## config.mk

```make
export PLATFORM = sky130hd
export DESIGN_NAME = mux_out_port
export DESIGN_NICKNAME = d
export VERILOG_FILES = /design/src/rtl/mux_out_port.sv
export SDC_FILE = /design/constraint.sdc
export NUM_CORES = 2
export LEC_CHECK = 0
export ABC_CLOCK_PERIOD_IN_PS = 20700
export CORE_UTILIZATION = 48
export CTS_BUF_LIST = sky130_fd_sc_hd__clkbuf_4 sky130_fd_sc_hd__clkbuf_8
export DETAILED_ROUTE_END_ITERATION = 12
export PLACE_DENSITY = 0.69
export SLEW_MARGIN = 20
export SYNTH_ARGS = -nofsm -noshare
export SYNTH_HDL_FRONTEND = slang
export SYNTH_SLANG_ARGS = --single-unit
export TNS_END_PERCENT = 5
```

## constraint.sdc

```tcl
create_clock -name clk -period 20.7 [get_ports clk]
set_clock_uncertainty 0.1 [all_clocks]
set_input_delay 4.14 -clock clk [delete_from_list [all_inputs] [get_ports clk]]
set_output_delay 4.14 -clock clk [all_outputs]
set_load 0.02 [all_outputs]
```

## src/rtl/mux_out_port.sv

```systemverilog
// Output port behind the 7-input mux: FIFO buffer, credit-based link sender, early stall.
// Optional head-of-line priority aging is enabled by defining MUX_OUT_PORT_AGING_EN.
module mux_out_port #(
  parameter int DataWidth    = 256,
  parameter int PriorityPos  = 152,
  parameter int BufferDepth  = 8,
  parameter int SkidSlots    = 3,
  parameter int CreditInit   = 4,
  parameter int AgeThreshold = 16
) (
  input  logic                          clk,
  input  logic                          rst,
  input  logic [DataWidth-1:0]          in_data,
  input  logic                          credit_return,
  output logic [DataWidth-1:0]          out_data,
  output logic                          out_stall,
  output logic [$clog2(CreditInit+1)-1:0] credit_count,
  output logic                          overflow_err,
  output logic                          credit_err
);
  localparam int AW = $clog2(BufferDepth);
  localparam int CW = $clog2(CreditInit+1);
  localparam logic [AW:0]   DEPTH = (AW+1)'(BufferDepth);
  localparam logic [AW:0]   SKID  = (AW+1)'(SkidSlots);
  localparam logic [CW-1:0] CINIT = CW'(CreditInit);

  logic [DataWidth-1:0] mem [BufferDepth];
  logic [AW-1:0]        wr_ptr, rd_ptr;
  logic [AW:0]          count, count_nxt;
  logic                 send, push, in_vld, full, ret_ok;
  logic [DataWidth-1:0] head, head_out;
  logic [CW-1:0]        credit_nxt;

  assign in_vld = in_data[DataWidth-1];
  assign full   = (count == DEPTH);
  assign send   = (count != '0) && (credit_count != '0);
  // A pop in the same cycle frees the slot, so a full FIFO can still accept.
  assign push   = in_vld && (!full || send);
  assign ret_ok = credit_return && (credit_count != CINIT);
  assign head   = mem[rd_ptr];

  always_comb begin
    count_nxt = count;
    case ({push, send})
      2'b10:   count_nxt = count + 1'b1;
      2'b01:   count_nxt = count - 1'b1;
      default: count_nxt = count;
    endcase
  end

  always_comb begin
    credit_nxt = credit_count;
    case ({ret_ok, send})
      2'b10:   credit_nxt = credit_count + 1'b1;
      2'b01:   credit_nxt = credit_count - 1'b1;
      default: credit_nxt = credit_count;
    endcase
  end

`ifdef MUX_OUT_PORT_AGING_EN
  localparam int GW = $clog2(AgeThreshold+1);
  localparam logic [GW-1:0] AGE_MAX = GW'(AgeThreshold);
  logic [GW-1:0] age;

  // Age counts cycles the current head sat un-sent; a new head starts from zero.
  always_ff @(posedge clk or posedge rst) begin
    if (rst)                             age <= '0;
    else if (send)                       age <= '0;
    else if (count != '0 && age != AGE_MAX) age <= age + 1'b1;
  end

  always_comb begin
    head_out = head;
    if (age == AGE_MAX && head[PriorityPos+:8] != 8'hFF)
      head_out[PriorityPos+:8] = head[PriorityPos+:8] + 8'd1;
  end
`else
  assign head_out = head;
`endif

  always_ff @(posedge clk) begin
    if (push) mem[wr_ptr] <= in_data;
  end

  always_ff @(posedge clk or posedge rst) begin
    if (rst) begin
      wr_ptr       <= '0;
      rd_ptr       <= '0;
      count        <= '0;
      out_data     <= '0;
      out_stall    <= 1'b0;
      credit_count <= CINIT;
      overflow_err <= 1'b0;
      credit_err   <= 1'b0;
    end else begin
      if (push) wr_ptr <= wr_ptr + 1'b1;
      if (send) rd_ptr <= rd_ptr + 1'b1;
      count        <= count_nxt;
      out_data     <= send ? head_out : '0;
      // Stall on post-update free space so the mux's in-flight words still fit.
      out_stall    <= (DEPTH - count_nxt) <= SKID;
      credit_count <= credit_nxt;
      if (in_vld && !push)                           overflow_err <= 1'b1;
      if (credit_return && credit_count == CINIT)    credit_err   <= 1'b1;
    end
  end
endmodule

```

==> parameters.txt <==
Parameter                              Value

Logic synthesis
  Post-synth top flop ... edfxtp_1
  Yosys Warn Count ... 0
  Mean area per synthesized cell ... 23.4 sq um
  Gate Count Post-Synth ... 3623
  Async SR Flop Fraction ... 11.7%
  Proportion of netlist area held by the largest area contributor ... 72.5%
  Ranking of synthesized cells by instance count ... edfxtp_1 (2048), mux4_2 (512), nor2_1 (274)
  Post-synthesis register bit count ... 2320
  Area of the mapped netlist ... 84800 sq um
  Post-synthesis sequential area ratio ... 80.6%
  Cell taking the most area after synthesis ... edfxtp_1
  Top post-synthesis cells by area ... edfxtp_1 (73%), mux4_2 (14%), dfrtp_1 (8.0%)
  Number of synthesized flops with an enable pin ... 2048
  Synth cell types ... 39
  Synth Net Count ... 3889
  Most used standard cell by instance count after synthesis ... edfxtp_1

Clock network
  CTS H-tree depth ... 5
  Post-cts hold buffer count ... 0
  Total number of clock tree sinks ... 2320
  Num CTS Buffers ... 374
  TritonCTS clock tree ... built
  Clock latency on the worst-skew pair ... 1.05 ns
  Maximum buffer depth of the clock tree ... 4
  Clock edge transition at the registers on the reported setup and hold paths ... 0.06 ns
  Clock Root Buffer ... clkbuf_8
  Post-CTS setup buffer count ... 0
  Resized cells post-CTS ... 0

STA
  Max-slew violation count ... 100
  Worst Slack Setup Final ... 12.05 ns
  Post-route setup TNS ... 0 ns
  Final setup violation count ... 0
  Post-layout minimum cycle time ... 8.65 ns
  Highest clock frequency the design can meet ... 0.116 GHz
  RSZ-0062 raised after global routing ... false
  Final Hold Violating Endpoints ... 0
  Fin crit share ... 41.8%
  Worst Max-Slew Pin Slew ... 1.80 ns
  Max-slew headroom ... -19.8%

Critical path
  Setup Crit Path Kind ... in2reg
  Worst path cell trace ... clkdlybuf4s50_1 > inv_1 > a31oi_1 > nand2b_1 > nor2_4 > buf_4 > buf_4 > buf_4
  Startpoint Class ... input pin
  Signal arrival time at the worst endpoint ... 9.16 ns
  Crit-path max FO ... 57
  Required time worst endpoint ... 21.21 ns
  Critical Path Max Stage Delay ... 0.97 ns
  Worst path top cell family by delay ... buffers and inverters
  Worst setup EP type ... flip-flop
  Worst path most repeated cell ... buf_4
  CP bufs+invs ... 5
  Master of the slowest instance on the critical path ... clkdlybuf4s50_1

Finish
  Proportion of layout cells with a drive suffix above 1 ... 25.4%
  Area of all placed cells without fillers ... 100000 sq um
  Area Growth Syn to Fin ... 18.3%
  Final cell count without fillers ... 7032
  Filler cells ... 12644
  Number of nets in the final layout ... 4658

Place
  Number of input and output port buffers inserted ... 520
  Post-Place Cells ... 6341
  HPWL reported at the end of detailed placement ... 97200 um
  GP Congestion ... 0.746
  DP Worst Slack ... 10.91 ns
  Placed inst area ... 92800 sq um

Detailed routing
  Routed via count ... 38707
  Post-Route WL ... 181000 um
  Via count normalized by instance count ... 5.50
  Drt first-iter violations ... 2991
  Number of remaining DRC errors ... 0
  Detail-routed net length per standard cell ... 25.7 um
  DRT Pass-1 Iters ... 5
  Post-route ant nets ... 0

Global routing
  Via count of the first global-routing pass ... 42037
  Global-route wire length before repair ... 270000 um
  Antenna violations before repair ... 58
  Global-route congestion overflow total ... 0
  Overall routing resource usage ... 20.5%
  Pin count of the biggest net entering global routing ... 158

Die
  Die width ... 422 um
  Number of rows in the core area ... 153
  Die area ... 178000 sq um
  Effective utilization at floorplan ... 48.6%
  Core outline area ... 175000 sq um
  I/O pin cnt ... 521
  Die extent in y ... 422 um

Power
  Cell area power density ... 143 nW/um^2
  P_leak ... 33.8 nW
  Worst ir drop on vdd ... 0.131 mV
  Power, Total ... 0.0143 W

Run status
  Violated checks ... slew limit
  Result of the run ... finished with violations

Hold path
  Hold Path Class ... reg2reg

Job
  Maximum capacitance violations ... 0
## final cells by class
type                            instances  area (sq um)  area share, %
Sequential cell                      2320         68300           68.1
Multi-Input combinational cell       1120         15700           15.7
Clock buffer                          569          6910           6.88
Timing Repair Buffer                  569          5750           5.73
Tap cell                             2325          2910           2.90
Clock inverter                         96           569          0.568
Antenna cell                           26          65.1         0.0649
Inverter                                7          33.8         0.0337
## worst reg2reg max path, cell delays in order, from the launching register on
cell and delay (ns):
dfstp_2 0.66, nor3_2 0.14, a31oi_1 0.41, nand2b_1 0.37, nor2_4 0.18, buf_4 0.77, buf_4 0.96, buf_4 0.95
## sequential cells by signal (all words and copies together), names as in the netlist
name	count
out_stall	1
credit_err	1
count	4
mem	2048
out_data	256
rd_ptr	3
wr_ptr	3
credit_count	3
overflow_err	1
## worst paths after layout
check                                end  slack [ns]            start  cells after the start
min in group asynchronous   out_data[63]        3.42              rst                      2
min reg2reg                   credit_err        0.38       credit_err                      1
max in group asynchronous  out_data[131]       15.16              rst                      4
min                           credit_err        0.38       credit_err                      1
max                          mem[2][110]       12.05     in_data[255]                      8
max reg2reg                  mem[2][110]       15.71  credit_count[2]                      7
## kinds of logic after synthesis
family,synth area share (%)
DFF,80.6
muxes,16.7
and+or+nand+nor,1.43
buffers and inverters,0.949
AOI/OAI and AO/OA,0.182
xor gates and xnor gates,0.103
adders and majority gates,0.121
## metal layers
layer / wire, um / share of wire, % / up-vias / global-route usage [%]
met5: 149 / 0.082 / - / 0
met3: 8760 / 4.8 / 363 / 3.86
met4: 5400 / 3.0 / 24 / 8.41
met1: 69800 / 39 / 20697 / 25.1
met2: 96600 / 53 / 1088 / 35.7
li1: - / - / 16535 / -
## cells in the final DEF (no fill, tap or decap), types with 3 or more instances in the layout
cell                n
edfxtp_1         2048
clkdlybuf4s50_1   520
mux4_2            512
clkbuf_8          421
nor2_1            268
dfrtp_1           268
mux2i_1           259
clkbuf_4          148
clkinv_1           53
buf_4              34
clkinv_2           31
diode_2            26
nand2_1            19
buf_12             14
xnor2_1             7
inv_1               6
nor2_4              6
a21oi_1             5
ha_1                5
bufinv_16           5
o21ai_0             3
nand3_1             3
nand2b_1            3
xor2_1              3
clkinvlp_4          3
inv_6               3
dfrtp_4             3
## through the flow
step / hold WS [ns] / util [%]
2_1_floorplan: 0.385 / -
3_3_place_gp: 0.354 / 53.1
3_5_place_dp: 0.369 / 53.1
4_1_cts: 0.385 / 57.4
5_1_grt: 0.413 / 57.4
6_report: 0.380 / 57.4
## power by group
part	internal, W	switching, W
logic	0.00188	0.00237
clock network	0.00218	0.00171
registers	0.00591	0.000274
Note: power is estimated with default switching activity, not from simulation.
